--- src/rtl/gates100_reduce_if.sv ---
// Bus bundle for the 100-input reduction block: input vector plus the
// combinational and registered reduction results.
interface gates100_reduce_if #(
    parameter int unsigned WIDTH = 100,
    parameter int unsigned CNT_W = 7
);
    logic [WIDTH-1:0] din;
    logic             out_and;
    logic             out_or;
    logic             out_xor;
    logic             out_and_q;
    logic             out_or_q;
    logic             out_xor_q;
    logic [CNT_W-1:0] ones_cnt_q;

    modport master (
        output din,
        input  out_and, out_or, out_xor,
        input  out_and_q, out_or_q, out_xor_q, ones_cnt_q
    );

    modport slave (
        input  din,
        output out_and, out_or, out_xor,
        output out_and_q, out_or_q, out_xor_q, ones_cnt_q
    );
endinterface

--- src/rtl/gates100_reduce.sv ---
// AND/OR/XOR reduction of a WIDTH-bit vector with zero-latency outputs, plus
// one-cycle registered copies and a registered adder-tree population count.
module gates100_reduce #(
    parameter int unsigned WIDTH = 100,
    parameter int unsigned CNT_W = 7
) (
    input logic                 clk,
    input logic                 rst_n,
    gates100_reduce_if.slave    bus
);
    localparam int unsigned LEVELS = $clog2(WIDTH);
    localparam int unsigned LEAVES = 1 << LEVELS;

    logic             out_and_d, out_or_d, out_xor_d;
    logic             out_and_q, out_or_q, out_xor_q;
    logic [CNT_W-1:0] ones_cnt_d, ones_cnt_q;

    assign bus.out_and = &bus.din;
    assign bus.out_or  = |bus.din;
    assign bus.out_xor = ^bus.din;

    // Pairwise adder tree; leaves beyond WIDTH are tied to zero, and partial
    // sums never exceed WIDTH so CNT_W bits cannot wrap.
    for (genvar l = 0; l <= LEVELS; l++) begin : g_lvl
        localparam int unsigned N = LEAVES >> l;
        logic [CNT_W-1:0] s [N];
        if (l == 0) begin : g_leaf
            for (genvar i = 0; i < N; i++) begin : g_bit
                if (i < WIDTH) begin : g_in
                    assign s[i] = CNT_W'(bus.din[i]);
                end else begin : g_pad
                    assign s[i] = '0;
                end
            end
        end else begin : g_sum
            for (genvar i = 0; i < N; i++) begin : g_add
                assign s[i] = g_lvl[l-1].s[2*i] + g_lvl[l-1].s[2*i+1];
            end
        end
    end

    always_comb begin
        out_and_d  = bus.out_and;
        out_or_d   = bus.out_or;
        out_xor_d  = bus.out_xor;
        ones_cnt_d = g_lvl[LEVELS].s[0];
    end

    always_ff @(posedge clk or negedge rst_n) begin
        if (!rst_n) begin
            out_and_q  <= 1'b0;
            out_or_q   <= 1'b0;
            out_xor_q  <= 1'b0;
            ones_cnt_q <= '0;
        end else begin
            out_and_q  <= out_and_d;
            out_or_q   <= out_or_d;
            out_xor_q  <= out_xor_d;
            ones_cnt_q <= ones_cnt_d;
        end
    end

    assign bus.out_and_q  = out_and_q;
    assign bus.out_or_q   = out_or_q;
    assign bus.out_xor_q  = out_xor_q;
    assign bus.ones_cnt_q = ones_cnt_q;
endmodule

--- src/flat_wrapper.sv ---
// flat-port wrapper written by rule: the top's interface ports become plain ports
module gates100_reduce_flat 
#(
    parameter int unsigned WIDTH = 100,
    parameter int unsigned CNT_W = 7
)
  (clk, rst_n, bus_din, bus_out_and, bus_out_or, bus_out_xor, bus_out_and_q, bus_out_or_q, bus_out_xor_q, bus_ones_cnt_q);
  gates100_reduce_if #(.WIDTH(WIDTH), .CNT_W(CNT_W)) bus_i ();
  input logic clk;
  input logic rst_n;
  input wire logic [$bits(bus_i.din)-1:0] bus_din;
  output wire logic [$bits(bus_i.out_and)-1:0] bus_out_and;
  output wire logic [$bits(bus_i.out_or)-1:0] bus_out_or;
  output wire logic [$bits(bus_i.out_xor)-1:0] bus_out_xor;
  output wire logic [$bits(bus_i.out_and_q)-1:0] bus_out_and_q;
  output wire logic [$bits(bus_i.out_or_q)-1:0] bus_out_or_q;
  output wire logic [$bits(bus_i.out_xor_q)-1:0] bus_out_xor_q;
  output wire logic [$bits(bus_i.ones_cnt_q)-1:0] bus_ones_cnt_q;
  assign bus_i.din = bus_din;
  assign bus_out_and = bus_i.out_and;
  assign bus_out_or = bus_i.out_or;
  assign bus_out_xor = bus_i.out_xor;
  assign bus_out_and_q = bus_i.out_and_q;
  assign bus_out_or_q = bus_i.out_or_q;
  assign bus_out_xor_q = bus_i.out_xor_q;
  assign bus_ones_cnt_q = bus_i.ones_cnt_q;
  gates100_reduce #(.WIDTH(WIDTH), .CNT_W(CNT_W)) u_core (.clk(clk), .rst_n(rst_n), .bus(bus_i));
endmodule
--- config.mk ---
export PLATFORM = sky130hd
export DESIGN_NAME = gates100_reduce_flat
export DESIGN_NICKNAME = d
export VERILOG_FILES = /design/src/rtl/gates100_reduce_if.sv /design/src/rtl/gates100_reduce.sv /design/src/flat_wrapper.sv
export SDC_FILE = /design/constraint.sdc
export NUM_CORES = 1
export LEC_CHECK = 0
export CAP_MARGIN = 20
export CORE_MARGIN = 2
export CORE_UTILIZATION = 45
export CTS_BUF_LIST = sky130_fd_sc_hd__clkbuf_8 sky130_fd_sc_hd__clkbuf_16
export CTS_CLUSTER_DIAMETER = 100
export DETAILED_ROUTE_END_ITERATION = 10
export GPL_TIMING_DRIVEN = 0
export PLACE_DENSITY = 0.78
export SYNTH_ARGS = -nofsm -noshare
export SYNTH_HDL_FRONTEND = slang
export SYNTH_SLANG_ARGS = --single-unit
--- constraint.sdc ---
create_clock -name clk -period 1.8 [get_ports clk]
set_clock_uncertainty 0.1 [all_clocks]
set_input_delay 0.18 -clock clk [delete_from_list [all_inputs] [get_ports clk]]
set_output_delay 0.18 -clock clk [all_outputs]
set_load 0.01 [all_outputs]
==> impl_metrics.json <==
{
  "count_of_mapped_cells_out_of_synthesis": 565,
  "dr.first_iter.drc_count": 161,
  "hold_violations": 0,
  "die_h_um": 113,
  "finish.net_count": 1038,
  "cp-start-kind": "primary input",
  "grt_setup_unrepaired": "yes",
  "placement.setup.worst_slack_ns": -4.78,
  "failed_checks": "negative setup slack",
  "critical_path.max_fanout": 2,
  "initial_utilization_pct": 46.3,
  "synth.yosys.seq_area_share_pct": 4.71,
  "antenna_found_initial": 0,
  "cp_max_delay_cell": "sky130_fd_sc_hd__fa_2",
  "gp_congestion": 0.956,
  "layout_worst_path_cycle_share_pct": 327,
  "syn-cell-area_sq_um": 5310,
  "clk_pin_slew_ns": 0.04,
  "yosys_register_bits": 10,
  "clock.fmax_ghz": 0.170,
  "number_of_global_route_vias_before_repair": 4658,
  "vias_per_cell": 4.76,
  "route.final.wire_length_mm": 15.3,
  "setup_viol": 10,
  "worstSetupPathType": "primary input to register",
  "num_vias": 4102,
  "gr-total-overflow": 0,
  "drive_above_1_share_pct": 52.8,
  "status": "finished with violations",
  "port-buffer-count": 114,
  "crit_chain": "buf_6 -> inv_8 -> ha_4 -> inv_2 -> fa_2 -> fa_1 -> fa_1 -> inv_2 -> fa_2 -> inv_2 -> fa_2 -> inv_2 -> fa_2 -> fa_1 -> inv_2 -> fa_1 -> fa_2 -> nor2b_2 -> o21ai_2 -> a21oi_2 -> o21a_1 -> nor2_2 -> xnor2_1",
  "hold_path.class": "primary input to async pin",
  "post_dp_cell_area_sq_um": 7010,
  "insertedDiodeCount": 0,
  "cts_made_buffers": 3,
  "cap_violations": 0,
  "grt_start_max_net_pins": 11,
  "drc": 0,
  "clock_path_buffers": 2,
  "cts_root_buf": "sky130_fd_sc_hd__clkbuf_16",
  "mean_instance_size_in_the_synthesized_netlist_sq_um": 9.40,
  "layout_min_cycle_time_ns": 5.89,
  "fin_util_pct": 67.9,
  "floorplan.io_pins": 115,
  "htree_levels": 1,
  "core_area_sq_um": 11500,
  "yosysUniqueCellTypes": 19,
  "worst_setup_path_end_kind": "register",
  "floorplan.rows": 39,
  "final_antenna_net_count": 0,
  "critical-path-top-delay-family": "adder cells",
  "grt_first_pass_wirelength_mm": 22.9,
  "cts-hold-fix-buffers": 0,
  "critPathRequiredTime_ns": 1.81,
  "layout_stage_area_growth_over_the_synthesis_result_pct": 46.6,
  "timing.critical_path.slowest_cell_delay_ns": 0.60,
  "timing.slew.headroom_pct": 69.2,
  "place_hpwl_mm": 13.2,
  "worst_slack_ns": -4.09,
  "setup-tns-final_ns": -27.28,
  "yosysWarningCount": 0,
  "gr-usage-all-layers_pct": 23.7,
  "crit_arrival_ns": 5.90,
  "critical_path.n_buffers_inverters": 7,
  "worst_pin_slew_ns": 0.461,
  "dieArea_sq_um": 12700,
  "post-route-cell-area_sq_um": 7780,
  "tritoncts": "built",
  "synthesis.nets": 884,
  "detail_route.wl_per_cell_um": 17.8,
  "final_max_slew_viol_count": 0,
  "cts_sinks": 10,
  "die_width_um": 113,
  "drt-pass1-iter-count": 4
}
Yosys cell counts:
| cell | instances | share of area (%) |
|---|---|---|
| sky130_fd_sc_hd__o21a_1 | 1 | 0.14 |
| sky130_fd_sc_hd__nand4_1 | 24 | 2.8 |
| sky130_fd_sc_hd__xor2_1 | 6 | 0.99 |
| sky130_fd_sc_hd__dfrtp_1 | 10 | 4.7 |
| sky130_fd_sc_hd__ha_1 | 122 | 29 |
| sky130_fd_sc_hd__nor2b_1 | 1 | 0.12 |
| sky130_fd_sc_hd__nor2_1 | 3 | 0.21 |
| sky130_fd_sc_hd__nand2_1 | 3 | 0.21 |
| sky130_fd_sc_hd__or4_1 | 1 | 0.14 |
| sky130_fd_sc_hd__a21o_1 | 1 | 0.14 |
| sky130_fd_sc_hd__and3_1 | 1 | 0.12 |
| sky130_fd_sc_hd__o21ai_0 | 2 | 0.19 |
| sky130_fd_sc_hd__a21oi_1 | 3 | 0.28 |
| sky130_fd_sc_hd__nor4_1 | 4 | 0.47 |
| sky130_fd_sc_hd__xnor2_1 | 47 | 7.8 |
| sky130_fd_sc_hd__fa_1 | 95 | 36 |
| sky130_fd_sc_hd__nor3_1 | 2 | 0.19 |
| sky130_fd_sc_hd__inv_1 | 238 | 17 |
| sky130_fd_sc_hd__nand3_1 | 1 | 0.094 |
repair_timing:
item                       in CTS  in global routing
pin swaps                      99                106
setup endpoints to repair      12                 12
resized for setup             358                218
buffers inserted               22                 16
registers in the layout (all words and copies together), names as in the netlist:
signal / flops
u_core.bus.ones_cnt_q: 7
u_core.bus.out_and_q: 1
u_core.bus.out_or_q: 1
u_core.bus.out_xor_q: 1
cell type report:
class | instances | area [sq um]
multi-input combinational | 317 | 5300
tap | 143 | 179
fill | 849 | 3680
clock buffer | 4 | 88.8
sequential | 10 | 250
timing repair buffer | 149 | 1050
inverter | 238 | 918
placed cells by master, fill, tap and decap left out, types with 18 or more instances in the layout:
master	Yosys	routed
sky130_fd_sc_hd__xnor2_1	47	28
sky130_fd_sc_hd__fa_2	0	19
sky130_fd_sc_hd__ha_1	122	42
sky130_fd_sc_hd__buf_2	0	25
sky130_fd_sc_hd__inv_2	0	104
sky130_fd_sc_hd__buf_6	0	18
sky130_fd_sc_hd__ha_4	0	63
sky130_fd_sc_hd__nand4_1	24	24
sky130_fd_sc_hd__xnor2_2	0	18
sky130_fd_sc_hd__clkbuf_2	0	48
sky130_fd_sc_hd__inv_1	238	127
sky130_fd_sc_hd__buf_4	0	38
sky130_fd_sc_hd__fa_1	95	76
final timing paths:
kind,startpoint,end,slack [ns],depth (start not counted)
hold / removal,rst_n,u_core.bus.ones_cnt_q[4],0.17,1
min in group clk,bus_din[91],u_core.bus.ones_cnt_q[0],0.33,4
setup / recovery,bus_din[62],u_core.bus.ones_cnt_q[6],-4.09,23
max in group asynchronous,rst_n,u_core.bus.out_and_q,1.12,1
kinds of logic after synthesis:
logic type	after synthesis	share of synthesized area (%)
AOI/OAI and AO/OA	7	0.754
buffers and inverters	238	16.8
and+or+nand+nor	40	4.38
DFF	10	4.71
xor gates and xnor gates	53	8.74
adders and majority gates	217	64.6
layer usage:
| layer | vias up | track usage, % | wire length, um |
|---|---|---|---|
| li1 | 1902 | - | - |
| met1 | 2032 | 30.3 | 6230 |
| met2 | 139 | 42.1 | 7940 |
| met3 | 29 | 2.70 | 712 |
| met4 | 0 | 7.40 | 437 |
| met5 | - | 0 | 0 |
per-stage QoR:
stage / cells / hold slack (ns)
2_1_floorplan: 565 / -0.216
3_3_place_gp: 822 / 0.411
3_5_place_dp: 822 / 0.428
4_1_cts: 848 / 0.180
5_1_grt: 861 / 0.208
6_report: 861 / 0.166
Power is not shown: default switching activity piles up to over one toggle a cycle in this logic, so the estimate is an artifact.
